===== config.mk =====
export PLATFORM = sky130hd
export DESIGN_NAME = argon_writeback_queue
export DESIGN_NICKNAME = d
export VERILOG_FILES = /design/src/rtl/argon_writeback_queue.sv
export SDC_FILE = /design/constraint.sdc
export NUM_CORES = 1
export LEC_CHECK = 0
export ABC_CLOCK_PERIOD_IN_PS = 3580
export CAP_MARGIN = 20
export CORE_MARGIN = 2
export CORE_UTILIZATION = 56
export DETAILED_ROUTE_END_ITERATION = 8
export PLACE_DENSITY = 0.89
export SKIP_LAST_GASP = 1
export SLEW_MARGIN = 25
export SYNTH_ARGS = -nofsm -noshare
export SYNTH_HDL_FRONTEND = slang
export SYNTH_SLANG_ARGS = --single-unit

===== constraint.sdc =====
create_clock -name i_clk -period 3.58 [get_ports i_clk]
set_input_delay 0.716 -clock i_clk [delete_from_list [all_inputs] [get_ports i_clk]]
set_output_delay 0.716 -clock i_clk [all_outputs]
set_load 0.01 [all_outputs]

===== src/rtl/argon_writeback_queue.sv =====
// rtl/argon_writeback_queue.sv - round-robin arbitrated write-back FIFO feeding the Argon register file write port (optional ARGON_WB_COALESCE_EN)
module argon_writeback_queue #(
    parameter int INDEXWIDTH = 3,
    parameter int DATAWIDTH  = 16,
    parameter int DEPTH      = 4,
    parameter int PTRWIDTH   = 2
) (
    input  logic                  i_clk,
    input  logic                  i_reset,
    input  logic                  i_aluValid,
    output logic                  o_aluReady,
    input  logic [INDEXWIDTH-1:0] i_aluSelect,
    input  logic [DATAWIDTH-1:0]  i_aluData,
    input  logic                  i_memValid,
    output logic                  o_memReady,
    input  logic [INDEXWIDTH-1:0] i_memSelect,
    input  logic [DATAWIDTH-1:0]  i_memData,
    input  logic                  i_drainEn,
    output logic                  o_writeEn,
    output logic [INDEXWIDTH-1:0] o_selectW,
    output logic [DATAWIDTH-1:0]  o_wdata,
    input  logic [INDEXWIDTH-1:0] i_querySelect,
    output logic                  o_queryPending,
    output logic [PTRWIDTH:0]     o_count,
    output logic                  o_full,
    output logic                  o_empty
);

    localparam logic [PTRWIDTH:0] FULL_COUNT = (PTRWIDTH + 1)'(DEPTH);

    logic [INDEXWIDTH-1:0] sel_mem  [DEPTH];
    logic [DATAWIDTH-1:0]  data_mem [DEPTH];
    logic [PTRWIDTH-1:0]   head;
    logic [PTRWIDTH-1:0]   tail;
    logic [PTRWIDTH-1:0]   tail_last;
    logic [PTRWIDTH:0]     count;
    logic                  last_grant_alu;

    logic                  pop;
    logic                  tail_popped;
    logic                  coal_alu;
    logic                  coal_mem;
    logic                  alu_wins;
    logic                  mem_wins;
    logic                  grant_alu;
    logic                  grant_mem;
    logic                  granted;
    logic [INDEXWIDTH-1:0] g_sel;
    logic [DATAWIDTH-1:0]  g_data;
    logic                  g_coal;
    logic                  push;

    assign o_count   = count;
    assign o_full    = (count == FULL_COUNT);
    assign o_empty   = (count == '0);
    assign tail_last = tail - PTRWIDTH'(1);

    assign pop         = !o_empty && i_drainEn;
    assign o_writeEn   = pop;
    assign o_selectW   = o_empty ? '0 : sel_mem[head];
    assign o_wdata     = o_empty ? '0 : data_mem[head];
    // The newest entry cannot absorb a write if it is leaving the queue this edge.
    assign tail_popped = pop && (count == (PTRWIDTH + 1)'(1));

`ifdef ARGON_WB_COALESCE_EN
    assign coal_alu = !o_empty && !tail_popped && (i_aluSelect != '0)
                      && (i_aluSelect == sel_mem[tail_last]);
    assign coal_mem = !o_empty && !tail_popped && (i_memSelect != '0)
                      && (i_memSelect == sel_mem[tail_last]);
`else
    assign coal_alu = 1'b0;
    assign coal_mem = 1'b0;
`endif

    // Tie goes to the source that did not win the previous transfer.
    assign alu_wins  = i_aluValid && (!i_memValid || !last_grant_alu);
    assign mem_wins  = i_memValid && !alu_wins;
    assign grant_alu = !i_reset && alu_wins && (!o_full || coal_alu);
    assign grant_mem = !i_reset && mem_wins && (!o_full || coal_mem);
    assign granted   = grant_alu || grant_mem;

    assign o_aluReady = grant_alu;
    assign o_memReady = grant_mem;

    assign g_sel  = grant_alu ? i_aluSelect : i_memSelect;
    assign g_data = grant_alu ? i_aluData   : i_memData;
    assign g_coal = grant_alu ? coal_alu    : coal_mem;
    // Register 0 is hardwired, so its writes are accepted and dropped.
    assign push   = granted && (g_sel != '0) && !g_coal;

    // Hazard check over occupied slots only; r0 never reports pending.
    always_comb begin
        o_queryPending = 1'b0;
        for (int i = 0; i < DEPTH; i++) begin
            if (({1'b0, PTRWIDTH'(i) - head} < count)
                && (sel_mem[i] == i_querySelect) && (i_querySelect != '0)) begin
                o_queryPending = 1'b1;
            end
        end
    end

    // Pointer, occupancy and arbitration history.
    always_ff @(posedge i_clk) begin
        if (i_reset) begin
            head           <= '0;
            tail           <= '0;
            count          <= '0;
            last_grant_alu <= 1'b1;
        end else begin
            if (pop) begin
                head <= head + PTRWIDTH'(1);
            end
            if (push) begin
                tail <= tail + PTRWIDTH'(1);
            end
            if (granted) begin
                last_grant_alu <= grant_alu;
            end
            case ({push, pop})
                2'b10:   count <= count + (PTRWIDTH + 1)'(1);
                2'b01:   count <= count - (PTRWIDTH + 1)'(1);
                default: count <= count;
            endcase
        end
    end

    // Entry storage: new writes land at the tail, coalesced writes refresh the newest entry.
    always_ff @(posedge i_clk) begin
        if (push) begin
            sel_mem[tail]  <= g_sel;
            data_mem[tail] <= g_data;
        end else if (granted && g_coal) begin
            data_mem[tail_last] <= g_data;
        end
    end

endmodule


* After elaboration in Yosys (flattened, before gate mapping)
Memories as Yosys holds them, arrays and structs flattened. A register that Yosys moved wholly into a read port is not among the register bits.
Cells that the tools add are included.
** Word-level totals
- Flip-flop bits (word level) :: 8
- Logic and storage cells :: 68
- Output and inout bits :: 28
- Input bits :: 46
- Memory bits (writable) :: 76
- Memories kept :: 2
** Cells by class
- Reduce and logical (&&, ||, !) cells :: 28
- Add/subtract/negate cells :: 8
- Multiplexer cells :: 15
- Equality and inequality tests :: 7
- Magnitude comparators :: 4
** Memory list
- data_mem :: words 4, bits a word 16, rd ports 1, clocked after memory_dff 1, wr ports 1, line 32 : logic [DATAWIDTH-1:0] data_mem [DEPTH];
- sel_mem :: words 4, bits a word 3, rd ports 5, clocked after memory_dff 1, wr ports 1, line 31 : logic [INDEXWIDTH-1:0] sel_mem [DEPTH];
** Operator list (number)
- 2-to-1 mux 16 bit :: 2
- logical AND 1 bit :: 16
- equality test 3 bit :: 4
- less-than comparator 2 x 3 -> 1 bit :: 4
- 2-to-1 mux 2 bit :: 4
- logical NOT 1 bit :: 6
- 2-to-1 mux 1 bit :: 6
- 2-to-1 mux 3 bit :: 2
- case mux 3 bit (2 select lines) :: 1
- nonzero test 3 bit :: 2
- adder 2 x 1 -> 2 bit (second input constant) :: 2
- subtractor 1 x 2 -> 2 bit (first input constant) :: 2
- subtractor 2 bit (first input constant) :: 2
- adder 3 x 1 -> 3 bit (second input constant) :: 1
- equality test 3 bit (second input constant) :: 1
- logical NOT 3 bit :: 1
- subtractor 3 x 1 -> 3 bit (second input constant) :: 1
- equality test 2 x 1 -> 1 bit (second input constant) :: 1
- equality test 2 bit (second input constant) :: 1
- logical OR 1 bit :: 2
- nonzero test 2 bit :: 1

* Logic depth before layout (Yosys ltp)
Gate-level depths: netlist (run 1).
- Depth after elaboration :: 11
- Mapped depth :: 10
- Depth with buffers taken out :: 10

* Worst setup path before layout (run 1)
No wires, ideal clock.
- Path type :: input to register
- Start :: input i_aluValid
- End :: register count[2] (netlist: o_count[2])
- Stages :: 10
- Buffers on the path :: 0
- Data required time :: 3.509 ns
- Setup slack :: 1.156 ns
- Data arrival time :: 2.353 ns
- Cell sequence :: a21bo_2 > o32a_1 > nor2_1 > inv_1 > ha_1 > inv_1 > fa_1 > xor2_1 > or3_1 > a21oi_1
** On the way
- Cells in the longest elaborated chain, start to end :: 9
- Elaborated cells on any way between the ends :: 15
- Those cells by class :: eq/ne (2); mux (2); reduce/logical (11)
** Ends and longest elaborated chain
- start: declaration :: line 10 : input logic i_aluValid,
- logical AND 1 bit (*) :: line 76 : assign alu_wins = i_aluValid && (!i_memValid || !last_grant_alu);
- parallel branches: the longest is 5 deep, another holds 2-to-1 mux 3 bit
- logical AND 1 bit (*) :: line 89 : assign push = granted && (g_sel != '0) && !g_coal;
- equality test 2 x 1 -> 1 bit / equality test 2 bit (equally long branches) :: line 119 : case ({push, pop})
- case mux 3 bit (2 select lines) / nonzero test 2 bit (equally long branches)
- end signal: assignment :: line 120 : 2'b10: count <= count + (PTRWIDTH + 1)'(1);
- end signal: assignment :: line 121 : 2'b01: count <= count - (PTRWIDTH + 1)'(1);
- end signal: assignment :: line 122 : default: count <= count;
- end: declaration :: line 36 : logic [PTRWIDTH:0] count;
Mark *: on every way between the ends.
A chain may end at the register's enable or synchronous reset.

* Worst setup path in the final report (run 1)
- Start :: input i_querySelect[1]
- End :: output o_queryPending
** On the way
- Cells in the longest elaborated chain, start to end :: 7
- Elaborated cells on any way between the ends :: 17
- Those cells by class :: eq/ne (4); mux (4); reduce/logical (9)
** Ends and longest elaborated chain
- start: declaration :: line 22 : input logic [INDEXWIDTH-1:0] i_querySelect,
- equality test 3 bit :: line 96 : && (sel_mem[i] == i_querySelect) && (i_querySelect != '0)) begin
- logical AND 1 bit (2 in series) :: line 96
- 2-to-1 mux 1 bit (3 in series) :: line 95 : if (({1'b0, PTRWIDTH'(i) - head} < count)
- 2-to-1 mux 1 bit (*) :: line 95
- end: declaration :: line 23 : output logic o_queryPending,
Mark *: on every way between the ends. The rest lies on a longest branch, timed or not.

==> flow_metrics.env, run 1 <==
export IMPL_period_minus_slack_ns=3.35
export IMPL_fmax_ghz=0.298
export IMPL_final_cell_mix="edfxtp_1 (76), clkdlybuf4s50_1 (73), nor2b_1 (21), mux2_4 (19), mux4_2 (19)"
export IMPL_stdcell_area_um2=5080
export IMPL_ys_ff_latch=86
export IMPL_holdCritStartpoint="tail[0]"
export IMPL_fp_dieH_um=89.1
export IMPL_crit_type="input port to output port"
export IMPL_dp_hpwl_um=5550
export IMPL_hold_violations=0
export IMPL_finalSetupViolations=0
export IMPL_avgSynthCellArea_um2=16.4
export IMPL_antenna_cells=0
export IMPL_cts_tree="done"
export IMPL_grt_use_total=0.205
export IMPL_critPathCaptureType="output port"
export IMPL_clock_root_buffer="clkbuf_8"
export IMPL_postCtsSetupBuffers=0
export IMPL_clk_latency_ns=0.35
export IMPL_coreArea_um2=7140
export IMPL_vdd_drop_max_mv=0.330
export IMPL_finClkSkew_ns=0.00953
export IMPL_cts_sink_count=86
export IMPL_cts_buffer_depth=2
export IMPL_final_common_cell="edfxtp_1"
export IMPL_drv_slew=0
export IMPL_grt_max_degree=20
export IMPL_tns_ns=0
export IMPL_synthCells=247
export IMPL_detail_route_antenna_nets=0
export IMPL_grt_first_pass_wirelength_um=11700
export IMPL_synth_enable_flop_cells=76
export IMPL_vias=2366
export IMPL_yosysSeqAreaShare=0.612
export IMPL_drc=0
export IMPL_cp_start_kind="input port"
export IMPL_fin_nets=387
export IMPL_cts_resized=0
export IMPL_dieArea_um2=7940
export IMPL_crit_required_ns=2.86
export IMPL_rows=31
export IMPL_cts_made_buffers=9
export IMPL_p_per_area_nw_per_um2=599
export IMPL_arrival_ns=2.64
export IMPL_viasPerCell=5.45
export IMPL_antenna_found_initial=0
export IMPL_syn_area_um2=4060
export IMPL_p_leak_nw=1.75
export IMPL_cp_max_fo=5
export IMPL_synthFlopType="edfxtp_1"
export IMPL_worstReg2RegStart="o_count[0]"
export IMPL_syn_nets=303
export IMPL_num_io_pins=74
export IMPL_portBuffers=73
export IMPL_cp_startpoint="i_querySelect[1]"
export IMPL_final_core_util=0.712
export IMPL_gp_congestion=0.775
export IMPL_status="finished clean"
export IMPL_cts_clk_slew_worst_paths_ns=0.07
export IMPL_ys_warn_count=0
export IMPL_layout_setup_ws_ns=0.228
export IMPL_place_area_um2=4920
export IMPL_dr_pass1_iters=6
export IMPL_syn_to_final_growth_pct=25.3
export IMPL_place_ws_ns=0.264
export IMPL_netlist_cell_type_count=34
export IMPL_overflow=0
export IMPL_worst_slew_pin_slew_ns=0.606
export IMPL_wl_per_cell_um=17.8
export IMPL_start_util=0.569
export IMPL_hold_path_class="flop to flop"
export IMPL_die_width_um=89.1
export IMPL_fillers=482
export IMPL_rsz0062_at_grt="no"
export IMPL_period_share=0.936
export IMPL_slew_headroom=0.595
export IMPL_async_reset_ff_frac=0
export IMPL_final_layout_size_suffix_gt1_frac=0.206
export IMPL_max_cap_violations=0
export IMPL_grt_pass1_vias=2390
export IMPL_drt_iter0_markers=131
export IMPL_hold_buffers=0
export IMPL_h_tree_depth=3
export IMPL_wl_um=7700
-- synth_stat cells, drive strengths merged (3+ instances only) --
| library cell | instances | area share |
|---|---|---|
| a21oi | 8 | 0.0099 |
| and3 | 4 | 0.0062 |
| buf | 8 | 0.019 |
| clkbuf | 5 | 0.0046 |
| dfxtp | 10 | 0.049 |
| edfxtp | 76 | 0.56 |
| ha | 9 | 0.028 |
| inv | 11 | 0.010 |
| mux2 | 19 | 0.070 |
| mux4 | 19 | 0.11 |
| nor2 | 10 | 0.013 |
| nor2b | 21 | 0.032 |
| nor3 | 9 | 0.011 |
| o21ai | 4 | 0.0049 |
| xnor2 | 3 | 0.0065 |
| xor2 | 14 | 0.030 |
-- where the power goes --
part | leakage, nW | internal (mW) | switching, mW
logic | 0.896 | 0.682 | 0.543
clock network | 0.0806 | 0.246 | 0.327
registers | 0.773 | 1.18 | 0.0676
total | 1.75 | 2.11 | 0.937
-- per-layer routing --
layer | share of wire | routed length [µm] | track usage
met5 | 0 | 0 | 0
met4 | 0.018 | 142 | 0.0896
met3 | 0.053 | 411 | 0.0480
met2 | 0.52 | 4000 | 0.343
met1 | 0.41 | 3150 | 0.257
-- kinds of logic after synthesis --
kind of cell,count (synthesis),synth area share
and+or+nand+nor,52,0.0783
muxes,38,0.176
buffers and inverters,24,0.0333
AOI/OAI and AO/OA,20,0.0315
xor gates and xnor gates,17,0.0367
adders and majority gates,10,0.0327
DFF,86,0.612
-- flip-flops by register name, indices dropped and copies added (netlist names), named ones only --
register,flops
last_grant_alu,1
head,2
o_count,3
sel_mem,12
data_mem,64
tail,2
-- critical path, stage by stage --
cell             delay (ns)
clkdlybuf4s50_1        0.54
xor2_1                 0.20
nor3_1                 0.32
a22oi_1                0.12
a31oi_1                0.18
clkdlybuf4s50_1        0.55
-- cell type report --
class	count	area (µm²)	area share
Clock buffer	9	124	0.0244
Clock inverter	6	37.5	0.00739
Inverter	11	41.3	0.00812
Multi-Input combinational cell	137	1450	0.284
Sequential cell	86	2480	0.488
Tap cell	99	124	0.0244
Timing Repair Buffer	86	828	0.163
-- worst paths after layout --
check	depth (start not counted)	to	slack, ns
max	6	o_queryPending	0.23
max reg2reg	9	o_count[2]	1.02
min reg2reg	2	tail[0]	0.53
min	2	tail[0]	0.53
-- per-stage QoR --
stage / instances / hold slack (ns) / total power, mW
2_1_floorplan: 247 / 0.484 / 1.98
3_3_place_gp: 419 / 0.503 / 2.47
3_5_place_dp: 419 / 0.522 / 2.50
4_1_cts: 434 / 0.533 / 3.07
5_1_grt: 434 / 0.566 / 3.21
6_report: 434 / 0.527 / 3.05
Power figures use the tool's default switching activity.
==> inputs of run 2 (changes only) <==
CORE_UTILIZATION = 60   (was 56)
DONT_BUFFER_PORTS = 1   (was default)
PLACE_DENSITY = 0.8   (was 0.89)
==> run 2 against run 1 <==
Net effect:
- clock power is 6.8% higher
- routed wire length is 11% lower
- utilization is 4.8 points lower
- non-clock buffer count is 80 lower
- die area is 6.4% lower
- via count is 14% lower
- cell area is 16% lower
- register-to-register slack better by 0.07 ns
- combinational power is 31% lower
- global-route usage is 1.1 points lower
- worst hold slack worse by 0.10 ns
- maximum frequency is 22% higher
==> flow_metrics.env, run 2 (synthesized netlist as in run 1, its figures left out) <==
export IMPL_grt_max_degree=22
export IMPL_max_cap_violations=0
export IMPL_rsz0062_at_grt="no"
export IMPL_wl_per_cell_um=20.5
export IMPL_portBuffers=0
export IMPL_detail_route_antenna_nets=0
export IMPL_holdCritStartpoint="i_reset"
export IMPL_die_width_um=86.2
export IMPL_num_io_pins=74
export IMPL_grt_pass1_vias=2054
export IMPL_worstReg2RegStart="o_count[0]"
export IMPL_final_core_util=0.664
export IMPL_cts_clk_slew_worst_paths_ns=0.08
export IMPL_dieArea_um2=7440
export IMPL_cts_resized=0
export IMPL_largest_reg_flops=64
export IMPL_drt_iter0_markers=87
export IMPL_finalSetupViolations=0
export IMPL_syn_to_final_growth_pct=5.70
export IMPL_rows=29
export IMPL_finClkSkew_ns=0.00856
export IMPL_crit_type="flop to output port"
export IMPL_antenna_found_initial=0
export IMPL_layoutNonFillerInstCount=333
export IMPL_rrSetupSlack_ns=1.09
export IMPL_arrival_ns=2.03
export IMPL_final_cell_mix="edfxtp_1 (76), nor2b_1 (21), mux2_4 (19), mux4_2 (19), xor2_1 (14)"
export IMPL_top_register="data_mem"
export IMPL_hold_path_class="input port to flop"
export IMPL_status="finished clean"
export IMPL_worst_slew_pin_slew_ns=0.965
export IMPL_final_common_cell="edfxtp_1"
export IMPL_coreArea_um2=6460
export IMPL_fmax_ghz=0.365
export IMPL_final_layout_size_suffix_gt1_frac=0.250
export IMPL_grt_first_pass_wirelength_um=10500
export IMPL_cts_tree="done"
export IMPL_wl_um=6820
export IMPL_fp_dieH_um=86.2
export IMPL_hold_path_cell_count=1
export IMPL_viasPerCell=6.11
export IMPL_period_minus_slack_ns=2.74
export IMPL_cts_made_buffers=9
export IMPL_start_util=0.628
export IMPL_p_per_area_nw_per_um2=634
export IMPL_dr_pass1_iters=4
export IMPL_dpl_cell_count=317
export IMPL_cp_start_kind="flop"
export IMPL_vdd_drop_max_mv=0.306
export IMPL_dp_hpwl_um=4400
export IMPL_total_power_mw=2.72
export IMPL_fin_nets=307
export IMPL_gp_congestion=0.763
export IMPL_fillers=444
export IMPL_drv_slew=0
export IMPL_p_leak_nw=1.45
export IMPL_min_to="tail[1]"
export IMPL_drc=0
export IMPL_hold_violations=0
export IMPL_postCtsSetupBuffers=0
export IMPL_cp_max_fo=5
export IMPL_vias=2035
export IMPL_period_share=0.766
export IMPL_slew_headroom=0.356
export IMPL_worst_r2r_path_depth=8
export IMPL_crit_required_ns=2.86
export IMPL_rr_endpoint="o_count[2]"
export IMPL_h_tree_depth=3
export IMPL_clk_latency_ns=0.35
export IMPL_hold_buffers=0
export IMPL_antenna_cells=0
export IMPL_grt_use_total=0.194
export IMPL_tns_ns=0
export IMPL_overflow=0
export IMPL_clock_root_buffer="clkbuf_8"
export IMPL_critPathCaptureType="output port"
export IMPL_cts_sink_count=86
export IMPL_cts_buffer_depth=2
run 2: changes by cell type in the layout (fill, tap and decap cells not counted), sizes merged:
cell / change
buf: -7
clkdlybuf4s50: -73
clkinv: -1
inv: +2
run 2: where the power goes:
part	switching, mW	total, mW	internal, mW
registers	0.0813	1.26	1.18
clock network	0.353	0.612	0.259
logic	0.469	0.843	0.374
total	0.903	2.72	1.81
run 2: worst max path at each step:
stage	start	end	slack (ns)	depth (start not counted)
after floorplan	i_aluValid	o_count[2]	1.16	10
after global placement	i_aluSelect[0]	o_count[2]	1.09	10
after detailed placement	i_aluSelect[0]	o_count[2]	1.02	10
after CTS	o_count[1]	o_queryPending	0.81	6
after global routing	o_count[1]	o_queryPending	0.67	6
final	o_count[1]	o_queryPending	0.84	6
run 2: metal layers:
metal,share of wire,track usage
met3,0.053,0.0457
met1,0.41,0.248
met5,0,0
met4,0.018,0.0838
met2,0.52,0.322
run 2: critical path, cell delays in order (launching register included):
cell	delay [ns]
dfxtp_1	0.53
inv_1	0.21
ha_1	0.35
a21oi_1	0.05
nor2_1	0.12
a22oi_1	0.09
a31oi_1	0.33
run 2: layout make-up:
class / instances / area, µm² / area share
flip-flops and latches: 86 / 2480 / 0.579
multi-input cells: 137 / 1450 / 0.337
clock buffers: 9 / 124 / 0.0289
well taps: 77 / 96.3 / 0.0225
clock inverters: 7 / 55.1 / 0.0128
repair buffers: 6 / 45.0 / 0.0105
inverters: 11 / 41.3 / 0.00963
run 2: stage by stage:
step | setup WS [ns] | area [µm²] | hold WS, ns
finish | 0.837 | 4290 | 0.428
global placement | 1.09 | 4110 | 0.532
floorplan | 1.16 | 4060 | 0.484
CTS | 0.815 | 4290 | 0.412
global route | 0.665 | 4290 | 0.410
detailed placement | 1.02 | 4110 | 0.520
